`src/rtl/clk_freq_meter.sv`:
```
// clk_freq_meter: counts meas_in rising edges over a fixed clk gate window,
// flags the count against an expected value and tracks consecutive-good lock.
module clk_freq_meter #(
  parameter int GATE_CYCLES = 1000,
  parameter int CNT_W       = 16,
  parameter int EXPECT      = 125,
  parameter int TOL         = 2,
  parameter int LOCK_N      = 4
) (
  input  logic             clk,
  input  logic             rst,
  input  logic             enable,
  input  logic             meas_in,
  output logic [CNT_W-1:0] count,
  output logic             count_valid,
  output logic             in_range,
  output logic             overflow,
  output logic             locked
);

  localparam int GW = $clog2(GATE_CYCLES);
  localparam int MW = $clog2(LOCK_N + 1);

  localparam logic [GW-1:0]           GATE_LAST = GW'(GATE_CYCLES - 1);
  localparam logic [CNT_W-1:0]        CNT_MAX   = '1;
  localparam logic signed [CNT_W:0]   EXP_S     = (CNT_W+1)'(EXPECT);
  localparam logic signed [CNT_W:0]   TOL_S     = (CNT_W+1)'(TOL);
  localparam logic [MW-1:0]           LOCK_V    = MW'(LOCK_N);

  typedef enum logic [1:0] {
    IDLE,
    ARM,
    MEASURE
  } state_t;

  state_t state_q, state_d;

  logic                    sync1_q, sync2_q, prev_q;
  logic [1:0]              arm_q;
  logic [GW-1:0]           gate_q;
  logic [CNT_W-1:0]        edge_q;
  logic                    ovf_q;
  logic [MW-1:0]           match_q;

  logic                    edge_det;
  logic                    arm_done;
  logic                    measuring;
  logic                    win_end;
  logic [CNT_W-1:0]        cnt_nx;
  logic                    ovf_nx;
  logic signed [CNT_W:0]   dev;
  logic signed [CNT_W:0]   dev_abs;
  logic                    win_ok;
  logic [MW-1:0]           match_nx;

  assign edge_det  = sync2_q & ~prev_q;
  assign arm_done  = (arm_q == 2'd2);
  assign measuring = (state_q == MEASURE) && enable;
  assign win_end   = measuring && (gate_q == GATE_LAST);

  // Next count includes the edge seen this cycle, so the final
  // cycle of a window lands in that window's result.
  always_comb begin
    cnt_nx   = edge_q;
    ovf_nx   = ovf_q;
    if (edge_det) begin
      if (edge_q == CNT_MAX) ovf_nx = 1'b1;
      else                   cnt_nx = edge_q + 1'b1;
    end
    dev      = $signed({1'b0, cnt_nx}) - EXP_S;
    dev_abs  = (dev < 0) ? -dev : dev;
    win_ok   = !ovf_nx && (dev_abs <= TOL_S);
    match_nx = '0;
    if (win_ok) begin
      match_nx = (match_q == LOCK_V) ? match_q : match_q + 1'b1;
    end
  end

  always_comb begin
    state_d = state_q;
    unique case (state_q)
      IDLE:    if (enable) state_d = ARM;
      ARM: begin
        if (!enable)       state_d = IDLE;
        else if (arm_done) state_d = MEASURE;
      end
      MEASURE: if (!enable) state_d = IDLE;
      default: state_d = IDLE;
    endcase
  end

  always_ff @(posedge clk or posedge rst) begin
    if (rst) begin
      state_q <= IDLE;
      sync1_q <= 1'b0;
      sync2_q <= 1'b0;
      prev_q  <= 1'b0;
    end else begin
      state_q <= state_d;
      sync1_q <= meas_in;
      sync2_q <= sync1_q;
      prev_q  <= sync2_q;
    end
  end

  always_ff @(posedge clk or posedge rst) begin
    if (rst) begin
      arm_q       <= '0;
      gate_q      <= '0;
      edge_q      <= '0;
      ovf_q       <= 1'b0;
      match_q     <= '0;
      count       <= '0;
      count_valid <= 1'b0;
      in_range    <= 1'b0;
      overflow    <= 1'b0;
      locked      <= 1'b0;
    end else begin
      count_valid <= 1'b0;
      arm_q <= (state_q == ARM && enable) ? arm_q + 2'd1 : 2'd0;
      if (win_end) begin
        gate_q      <= '0;
        edge_q      <= '0;
        ovf_q       <= 1'b0;
        count       <= cnt_nx;
        overflow    <= ovf_nx;
        in_range    <= win_ok;
        match_q     <= match_nx;
        locked      <= (match_nx == LOCK_V);
        count_valid <= 1'b1;
      end else if (measuring) begin
        gate_q <= gate_q + 1'b1;
        edge_q <= cnt_nx;
        ovf_q  <= ovf_nx;
      end else begin
        gate_q <= '0;
        edge_q <= '0;
        ovf_q  <= 1'b0;
      end
      // Dropping enable discards lock history; count/overflow keep history.
      if (!enable) begin
        match_q  <= '0;
        locked   <= 1'b0;
        in_range <= 1'b0;
      end
    end
  end

endmodule

```
`config.mk`:
```
export PLATFORM = sky130hd
export DESIGN_NAME = clk_freq_meter
export DESIGN_NICKNAME = d
export VERILOG_FILES = /design/src/rtl/clk_freq_meter.sv
export SDC_FILE = /design/constraint.sdc
export NUM_CORES = 1
export LEC_CHECK = 0
export CAP_MARGIN = 20
export CORE_UTILIZATION = 63
export DETAILED_ROUTE_END_ITERATION = 8
export DONT_BUFFER_PORTS = 1
export PLACE_DENSITY = 0.79
export SLEW_MARGIN = 0
export SYNTH_ARGS = -nofsm -noshare
export SYNTH_HDL_FRONTEND = slang
export SYNTH_SLANG_ARGS = --single-unit
```
`constraint.sdc`:
```
create_clock -name clk -period 6.4 [get_ports clk]
set_clock_uncertainty 0.1 [all_clocks]
set_input_delay 0 -clock clk [delete_from_list [all_inputs] [get_ports clk]]
set_output_delay 0 -clock clk [all_outputs]
set_load 0.01 [all_outputs]
```
## Word level (Yosys, flattened, before mapping)

Cells that the tools add are included.

| storage, ports and cells | value |
|---|---|
| logic and storage cells | 68 |
| register bits | 57 |
| memories kept | 0 |
| latch bits | 0 |
| input bits | 4 |
| output and inout port bits | 20 |
| ROM bits | 0 |
| memory bits (writable) | 0 |

| cells by class | value |
|---|---|
| div/mod/pow operators | 0 |
| multiplexer cells | 26 |
| bitwise operators | 2 |
| multipliers | 0 |
| equal/unequal tests | 11 |
| shift operators | 0 |
| reduce and logical (&&, ||, !) cells | 7 |
| magnitude comparators | 2 |
| $add $sub $neg | 6 |

Operators with widths:

| kind | count |
|---|---|
| 16-bit two-way mux | 4 |
| 10-bit two-way mux | 2 |
| 17-bit by 3-bit less-or-equal comparator with 1-bit output (second input constant) | 1 |
| 17-bit by 1-bit less-than comparator with 1-bit output (second input constant) | 1 |
| 17-bit two-way mux | 1 |
| 17-bit negator | 1 |
| 16-bit by 7-bit subtractor with 17-bit output (second input constant) | 1 |
| 16-bit by 1-bit adder with 16-bit output (second input constant) | 1 |
| 16-bit == test (second input constant) | 1 |
| 3-bit two-way mux | 4 |
| 10-bit by 1-bit adder with 10-bit output (second input constant) | 1 |
| 10-bit == test (second input constant) | 1 |
| 2-bit two-way mux | 5 |
| 1-bit two-way mux | 9 |
| 3-bit == test (second input constant) | 2 |
| 2-bit one-hot mux with 3 select lines | 1 |
| 2-bit == test (second input constant) | 2 |
| 1-bit logical AND | 4 |
| 2-bit inequality test (second input constant) | 2 |
| 3-bit by 1-bit adder with 3-bit output (second input constant) | 1 |
| 3-bit inequality test (second input constant) | 1 |
| 3-bit AND reduction | 1 |
| 2-bit by 1-bit adder with 2-bit output (second input constant) | 1 |
| 2-bit by 1-bit == test with 1-bit output (second input constant) | 1 |
| other kinds (5) | 5 |

## Logic depth before layout (Yosys ltp)

Gate-level depths: netlist (run 1).

| depth | value |
|---|---|
| word-level depth | 12 |
| depth in mapped cells | 18 |
| depth with buffers taken out | 15 |

## Least setup slack after synthesis (run 1)

OpenSTA, ideal clock, no wires.

| timing | value |
|---|---|
| kind | reg-to-reg |
| start | reg edge_q[0] |
| end | reg match_q[0] |
| path buffers | 4 |
| path slack | 1830 ps |
| cell stages (with the launch flop) | 19 |
| data arrival time | 4405 ps |
| setup time | 65 ps |
| required time | 6235 ps |
| clock period less this slack | 4570 ps |
| cells stage by stage | dfrtp_1 -> ha_1 -> buf_4 -> nand4_4 -> buf_6 -> or4_4 -> buf_6 -> a221oi_2 -> ha_1 -> nand2b_1 -> o21bai_1 -> a22oi_2 -> or3_1 -> buf_2 -> nor4b_1 -> a221oi_2 -> a2111oi_4 -> and3_4 -> a22o_1 |

| on the way | value |
|---|---|
| longest elaborated chain between the ends | 11 |
| elaborated cells between the ends (all ways) | 16 |
| classes of those cells | 3 x add/sub; 2 x order compare; 1 x eq/ne; 8 x mux; 2 x reduce/logical |

RTL lines:

| what | RTL line | source |
|---|---|---|
| start, declared | 41 | `logic [CNT_W-1:0] edge_q;` |
| start signal, assigned | 133 | `edge_q <= cnt_nx;` |
| 16-bit by 1-bit adder with 16-bit output / 16-bit == test (equally long branches) | 68, 67 |  |
| 16-bit two-way mux | 67 | `if (edge_q == CNT_MAX) ovf_nx = 1'b1;` |
| 16-bit two-way mux | 66 | `if (edge_det) begin` |
| 16-bit by 7-bit subtractor with 17-bit output | 70 | `dev = $signed({1'b0, cnt_nx}) - EXP_S;` |
| 17-bit negator / 17-bit by 1-bit less-than comparator with 1-bit output (equally long branches) | 71 | `dev_abs = (dev < 0) ? -dev : dev;` |
| 17-bit two-way mux | 71 |  |
| 17-bit by 3-bit less-or-equal comparator with 1-bit output | 72 | `win_ok = !ovf_nx && (dev_abs <= TOL_S);` |
| 1-bit logical AND * | 72 |  |
| 3-bit two-way mux * | 74 | `if (win_ok) begin` |
| 3-bit two-way mux * | 121 | `if (win_end) begin` |
| 3-bit two-way mux * | 141 | `if (!enable) begin` |
| end signal, assigned | 128 | `match_q <= match_nx;` |
| end, declared | 43 | `logic [MW-1:0] match_q;` |

Every way passes the cells marked *; elsewhere a longest branch is shown, timed or not. The select of a mux whose other input is x is not followed.
A chain may end at the register's enable or synchronous reset.

## Worst setup path in the final report (run 1)

| timing | value |
|---|---|
| start | reg edge_q[0] |
| end | reg match_q[1] |

The elaborated chain is that of the path after synthesis.

==> results.md, run 1 <==
| Stage | Metric | Reported |
| --- | --- | --- |
| run status | Status | finished, final reports clean |
| clocking | Maximum level of the CTS H-tree | 3 |
| clocking | Post-cts repair resize count | 0 |
| grt | First-pass GRT wire length | 13980 um |
| floorplan | Area of the placeable core | 5507 um2 |
| floorplan | Initial standard-cell utilization of the core | 65.01% |
| floorplan | Floorplan die height | 77.38 um |
| timing | Number of failing hold endpoints at the final stage | 0 |
| yosys | Cell type with the largest total area after synthesis | dfrtp_1 |
| final layout | Antenna cell count | 0 |
| clocking | Clock buffer count from CTS | 9 |
| floorplan | Standard-cell rows | 27 |
| route | Final Routed Wirelength | 8455 um |
| route | DRT antenna net count | 0 |
| yosys | Synth area leaders | dfrtp_1 (40%), nor2_1 (5.0%), nand2_1 (4.0%) |
| clocking | Num Clock Sinks | 57 |
| route | Met1 layer wirelength in the final routing | 3798 um |
| placement | Weighted congestion reported at the end of routability-driven placement | 0.8935 |
| final layout | Total area of sequential cells | 1426 um2 |
| route | Average wire per cell in the routed design | 18.10 um |
| route | Routed length on met2 | 3838 um |
| yosys | Most instantiated library cell after synthesis | dfrtp_1 |
| pwr | Static power due to leakage | 0.001574 uW |
| final layout | Area of the multi-input gates | 1991 um2 |
| timing | TNS Setup | 0 ns |
| route | Number of vias after detailed routing | 3000 |
| pwr | Maximum ir drop on the vdd rail | 185.8 uV |
| floorplan | Die area | 5988 um2 |
| grt | Overflow left after global routing | 0 |
| floorplan | Horiz. Die Dim | 77.38 um |
| final layout | Relative area change from synthesis to final layout | 7.794% |
| yosys | Mapped Cells | 394 |
| final layout | Total of fill cells in the finished design | 403 |
| clocking | Clock slew at the register clock pins of the worst setup and hold paths | 0.08 ns |
| yosys | Count of synthesis-stage warnings from yosys | 0 |
| worst setup path | Maximum fanout along the worst path | 16 |
| final layout | Number of nets in the final layout | 402 |
| yosys | Fraction of post-synthesis cell area in the top cell type by area | 39.85% |
| yosys | Distinct cell type count after synthesis | 66 |
| timing | Transition time at the pin with the least slew margin | 1.044 ns |
| placement | Number of port buffers | 0 |
| yosys | Yosys reg bits | 57 |
| timing | Total of endpoints with negative setup slack in the final report | 0 |
| worst setup path | Required time of the critical path | 6.57 ns |
| worst setup path | Critical path launch point type | flop |
| clocking | Maximum clock insertion buffer count | 2 |
| yosys | Fraction of synthesis flops using an asynchronous set or reset pin | 100.0% |
| yosys | Cell area after technology mapping | 3580 um2 |
| placement | Detailed placer's ending HPWL | 5864 um |
| worst setup path | Critical Path AT | 5.74 ns |
| yosys | Primary flip-flop cell chosen by synthesis mapping | dfrtp_1 |
| run | Max-cap violations | 0 |
| timing | F_max | 179.7 MHz |
| timing | Part of the cycle the worst path needs | 86.95% |
| worst setup path | Kind of end point of the critical path | flop |
| yosys | Average footprint of a synthesized cell | 9.085 um2 |
| grt | Antenna violations before repair | 0 |
| clocking | Worst-skew pair later-pin latency | 0.34 ns |
| route | Drt first pass iters | 5 |
| route | Detailed Route Iter0 Violations | 297 |
| route | Remaining DRCs | 0 |
| timing | Final-report max-slew violation count | 0 |
| grt | Maximum number of pins on one net before global-route repair | 58 |
| clocking | TritonCTS clock tree | yes |
| min path | Path category of the worst min-delay check | input pin to flop |
| timing | Rel. slew slack | 30.41% |
| route | Met3 wire length | 513 um |
| timing | Setup repair after global routing missed its margin | no |
| timing | Post-layout minimum cycle time | 5.565 ns |
| final layout | Share of post-route cells with drive strength above 1 | 8.354% |
| placement | Placed Cells incl. Taps | 447 |
| yosys | Number of synthesized flops with an enable pin | 0 |
| final layout | Final standard cell count with taps included and fillers excluded | 467 |
| route | Vias per Instance | 6.424 |
| yosys | Number of nets in the synthesized netlist | 406 |
| pwr | Pwr dens | 212.1 nW/um2 |
| route | Top Layer Used | met4 |
| worst setup path | Critical setup path kind | flop to flop |
| yosys | Most numerous cell types in the synthesized netlist | dfrtp_1 (57), nor2_1 (48), nand2_1 (38), o21ai_0 (27), nor3_1 (17) |
| grt | Via count of the first global-routing pass | 2849 |
| yosys | Post-synthesis sequential area ratio | 39.85% |
| floorplan | Num ports | 24 |
| grt | GRT Total Usage | 30.57% |
| clocking | Root Buffer | clkbuf_8 |
## stage by stage
stage          setup slack (ns)  utilization, %  area (um2)  hold WS (ns)  power [uW]
4_1_cts                  0.9874           69.80        3844       0.01614       823.9
3_3_place_gp              1.396           64.64        3560      -0.06852       391.3
3_5_place_dp              1.101           64.64        3560      -0.06850       391.9
5_1_grt                  0.5019           70.08        3859       0.03186       843.4
2_1_floorplan             1.830               -        3580      -0.06857       386.8
6_report                 0.8353           70.08        3859       0.02701       818.6
## cells in the final DEF (no fill, tap or decap), types with 2 or more instances in the layout
cell type       n
xor2_1          9
clkbuf_8       11
nand3_1        16
and3b_1         3
o211a_1         2
bufinv_16       3
or4_1           4
or4b_1          2
nor4_1          8
o21ai_0        27
xnor2_1        16
and2_1          4
nor2_1         48
or2_2           2
a31oi_1         2
nand4_4         2
and4_1          3
nor3_1         17
o21bai_1        2
o22ai_1         3
a41oi_1         2
inv_1          11
a21o_1          4
dlygate4sd3_1   3
nand2b_1        9
nand2_1        38
nand4_1         5
a22o_1          7
and3_1          2
ha_1            8
a211oi_1        3
a221oi_2        2
dfrtp_1        57
a21oi_1         9
nor2b_1         3
or3_1           4
mux2i_1         7
nand3b_1        6
## power breakdown
part | internal [uW] | leakage, uW | total (uW) | switching, uW
clock network | 281 | 0.000127 | 432 | 151
logic | 6.99 | 0.000661 | 23.0 | 16.0
registers | 362 | 0.000786 | 364 | 1.38
total | 650 | 0.00157 | 819 | 168
## layer usage
| metal | GRT usage [%] | vias to the layer above |
|---|---|---|
| met5 | 0 | - |
| met4 | 15.85 | 0 |
| met3 | 8.118 | 31 |
| met2 | 45.22 | 114 |
| met1 | 41.21 | 1434 |
| li1 | - | 1421 |
## flip-flops by register name, summed over array words and instances, names as in the netlist, 2 cells and up
register and count:
match_q 3, count 16, edge_q 16, arm_q 2
state_q 2, gate_q 10
## layout make-up
cell class                 instances  area share (%)
sequential                        57           36.97
clock inverter                     4           2.562
tap                               72           2.335
inverter                          12           1.167
clock buffer                      12           4.021
timing repair buffer               5           1.362
multi-input combinational        305           51.59
## worst max-delay path, cell delays in order, from the launching register on
cell and delay, ns:
dfrtp_1 0.47, ha_1 0.46, nand4_4 0.27, nor4_4 0.74, nor2_1 0.16, mux2i_1 0.41, ha_1 0.32, nand2b_1 0.21
o21bai_1 0.19, a22oi_2 0.18, or3_1 0.51, nor4b_1 0.53, a221oi_2 0.14, a2111oi_4 0.40, and3_4 0.26, a22o_1 0.14
## cell families after synthesis
group | Yosys count | share of synthesized area (%)
and+or+nand+nor | 186 | 28.45
adders and majority gates | 8 | 2.796
buffers and inverters | 32 | 4.544
DFF | 57 | 39.85
AOI/OAI and AO/OA | 79 | 16.29
muxes | 7 | 1.957
xor gates and xnor gates | 25 | 6.117
## path summary, 6_finish.rpt
kind	startpoint	cells past startpoint	slack (ns)	end
max	edge_q[0]	15	0.84	match_q[1]
min	enable	2	0.03	in_range
max reg2reg	edge_q[0]	15	0.84	match_q[1]
min reg2reg	sync1_q	0	0.26	sync2_q
max in group asynchronous	rst	3	5.52	match_q[2]
min in group asynchronous	rst	3	0.20	edge_q[0]
## repair_timing
item / in CTS / in global routing
setup endpoints to repair: 0 / 0
setup buffers: 0 / 0
hold buffers: 3 / 0
endpoints found under the hold margin: 62 / 0
No activity file was read; power rests on OpenSTA's default activity.
==> run 2, diff against run 1 <==
- RECOVER_POWER: unset -> 100
==> run 2 against run 1 <==
Effect of this change: the flow now finishes with violations (max-capacitance violations, max-slew violations); non-clock buffer count unchanged; final cell count stayed put; first-iteration DRC count decreased by 15%; sequential share of layout area is 0.31 points higher; setup slack worse by 0.29 ns; die area is the same; global-route usage unchanged; total power about the same; wire length rose by 0.78%; sequential power barely moved; flip-flop and latch count is the same; critical path type unchanged.
==> results.md, run 2 (synthesized netlist as in run 1, its figures left out) <==
| Stage | Metric | Reported |
| --- | --- | --- |
| route | DRT antenna net count | 0 |
| clocking | Worst-skew pair later-pin latency | 0.34 ns |
| route | Top Layer Used | met4 |
| worst setup path | Cell type group with the largest total delay on the critical path | simple AND/OR/NAND/NOR gates |
| worst setup path | Critical path launch point type | flop |
| timing | Transition time at the pin with the least slew margin | 2.948 ns |
| route | Met1 layer wirelength in the final routing | 3769 um |
| timing | F_max | 170.8 MHz |
| clocking | Maximum clock insertion buffer count | 2 |
| clocking | Clock slew at the register clock pins of the worst setup and hold paths | 0.08 ns |
| pwr | Maximum ir drop on the vdd rail | 185.8 uV |
| placement | Number of port buffers | 0 |
| route | Average wire per cell in the routed design | 18.25 um |
| clocking | Root Buffer | clkbuf_8 |
| clocking | Maximum level of the CTS H-tree | 3 |
| timing | Total of endpoints with negative setup slack in the final report | 0 |
| worst setup path | Critical-path top delay cell | a221oi_1 |
| worst setup path | Combined buffer and inverter count along the critical path | 0 |
| run status | Violations in the final reports | max-capacitance violations, max-slew violations |
| timing | TNS Setup | 0 ns |
| pwr | Pwr dens | 213.9 nW/um2 |
| timing | Part of the cycle the worst path needs | 91.51% |
| placement | Weighted congestion reported at the end of routability-driven placement | 0.8935 |
| floorplan | Initial standard-cell utilization of the core | 65.01% |
| route | Number of vias after detailed routing | 3023 |
| run | Max-cap violations | 1 |
| worst setup path | Minimum setup slack among reg-to-reg paths | 0.54 ns |
| route | Detailed Route Iter0 Violations | 251 |
| final layout | Relative area change from synthesis to final layout | 6.886% |
| worst setup path | Longest individual stage delay on the worst path | 0.81 ns |
| grt | Via count of the first global-routing pass | 2849 |
| timing | Number of failing hold endpoints at the final stage | 0 |
| run status | Status | finished, violations left |
| worst setup path | Kind of end point of the critical path | flop |
| floorplan | Standard-cell rows | 27 |
| route | Drt first pass iters | 5 |
| final layout | Share of post-route cells with drive strength above 1 | 6.835% |
| final layout | Biggest registers after layout | count (16), edge_q (16), gate_q (10) |
| timing | Post-layout minimum cycle time | 5.857 ns |
| grt | Antenna violations before repair | 0 |
| worst setup path | Destination of the worst register-to-register timing path | match_q[1] |
| route | Remaining DRCs | 0 |
| clocking | Clock buffer count from CTS | 9 |
| min path | Hold Path Origin | enable |
| final layout | Antenna cell count | 0 |
| worst setup path | Critical setup path kind | flop to flop |
| final layout | Most common library cell in the layout ignoring fill and taps | dfrtp_1 |
| floorplan | Horiz. Die Dim | 77.38 um |
| grt | GRT Total Usage | 30.57% |
| min path | Worst hold stages | 2 |
| clocking | TritonCTS clock tree | yes |
| floorplan | Floorplan die height | 77.38 um |
| grt | First-pass GRT wire length | 13980 um |
| route | Vias per Instance | 6.473 |
| grt | Maximum number of pins on one net before global-route repair | 58 |
| clocking | Post-cts repair resize count | 0 |
| placement | Detailed placer's ending HPWL | 5864 um |
| final layout | Number of nets in the final layout | 402 |
| timing | Rel. slew slack | -96.54% |
| floorplan | Die area | 5988 um2 |
| worst setup path | Reg2reg start | edge_q[0] |
| worst setup path | R2r worst-path depth | 14 |
| final layout | Commonest non-fill, non-tap cells in the layout | dfrtp_1 (57), nor2_1 (48), nand2_1 (38) |
| route | Routed length on met2 | 3908 um |
| timing | Final-report max-slew violation count | 58 |
| final layout | Final core utilization | 69.48% |
| clocking | Num Clock Sinks | 57 |
| route | Met3 wire length | 581 um |
| pwr | Static power due to leakage | 0.001553 uW |
| timing | Setup repair after global routing missed its margin | no |
| min path | Capture endpoint of the worst hold path | in_range |
| floorplan | Num ports | 24 |
| worst setup path | Critical Path, Cell by Cell | ha_1 -> nand4_4 -> or4_4 -> a221oi_1 -> ha_1 -> nand2b_1 -> o21bai_1 -> a22oi_1 -> or3_1 -> nor4b_1 -> a221oi_1 -> a2111oi_4 -> and3_4 -> a22o_1 |
| route | Final Routed Wirelength | 8521 um |
| worst setup path | Maximum fanout along the worst path | 11 |
| grt | Overflow left after global routing | 0 |
| min path | Path category of the worst min-delay check | input pin to flop |
| worst setup path | Required time of the critical path | 6.57 ns |
| worst setup path | Critical Path AT | 6.03 ns |
| floorplan | Area of the placeable core | 5507 um2 |
[run 2: changes by cell type in the layout (fill, tap and decap cells not counted), moves of 2 or more]
cell,change
and2_0,+3
and2_1,-3
a221oi_1,+2
a221oi_2,-2
clkbuf_1,+2
[run 2: through the flow]
| stage | power [uW] | instances | instance area (um2) | setup WS, ns | hold WS, ns |
|---|---|---|---|---|---|
| 2_1_floorplan | 386.8 | 394 | 3580 | 1.830 | -0.06857 |
| 3_3_place_gp | 391.3 | 447 | 3560 | 1.396 | -0.06852 |
| 3_5_place_dp | 391.9 | 447 | 3560 | 1.101 | -0.06850 |
| 4_1_cts | 823.9 | 466 | 3844 | 0.9874 | 0.01614 |
| 5_1_grt | 842.9 | 467 | 3826 | 0.2791 | 0.03186 |
| 6_report | 818.3 | 467 | 3826 | 0.5435 | 0.02785 |
[run 2: how the worst max path moves through the flow]
stage,end,slack [ns],startpoint,depth (start not counted)
floorplan,match_q[0],1.83,edge_q[0],18
global placement,match_q[0],1.40,edge_q[0],15
detailed placement,match_q[1],1.10,edge_q[0],15
CTS,match_q[1],0.99,edge_q[0],15
global route,match_q[1],0.28,edge_q[0],14
finish,match_q[1],0.54,edge_q[0],14
[run 2: what timing repair did]
action / 4_1_cts / 5_1_grt
endpoints found under the hold margin: 62 / 0
hold buffers: 3 / 0
setup buffers: 0 / 0
[run 2: metal layers]
layer / track usage [%] / vias up
met1: 41.21 / 1441
met2: 45.22 / 142
met3: 8.118 / 27
met4: 15.85 / 0
met5: 0 / -
li1: - / 1413
[run 2: area by class of cell]
cell class / instances / area [um2]
Clock buffer: 12 / 155.1
Clock inverter: 4 / 98.84
Fill cell: 410 / 1680
Inverter: 12 / 45.04
Multi-Input combinational cell: 305 / 1973
Sequential cell: 57 / 1426
Tap cell: 72 / 90.09
Timing Repair Buffer: 5 / 37.54
[run 2: power by group]
group | total [uW] | leakage, uW | switching [uW] | internal [uW]
sequential | 364 | 0.000786 | 1.38 | 362
combinational | 22.5 | 0.000640 | 16.0 | 6.50
clock | 432 | 0.000127 | 151 | 281
total | 818 | 0.00155 | 169 | 650
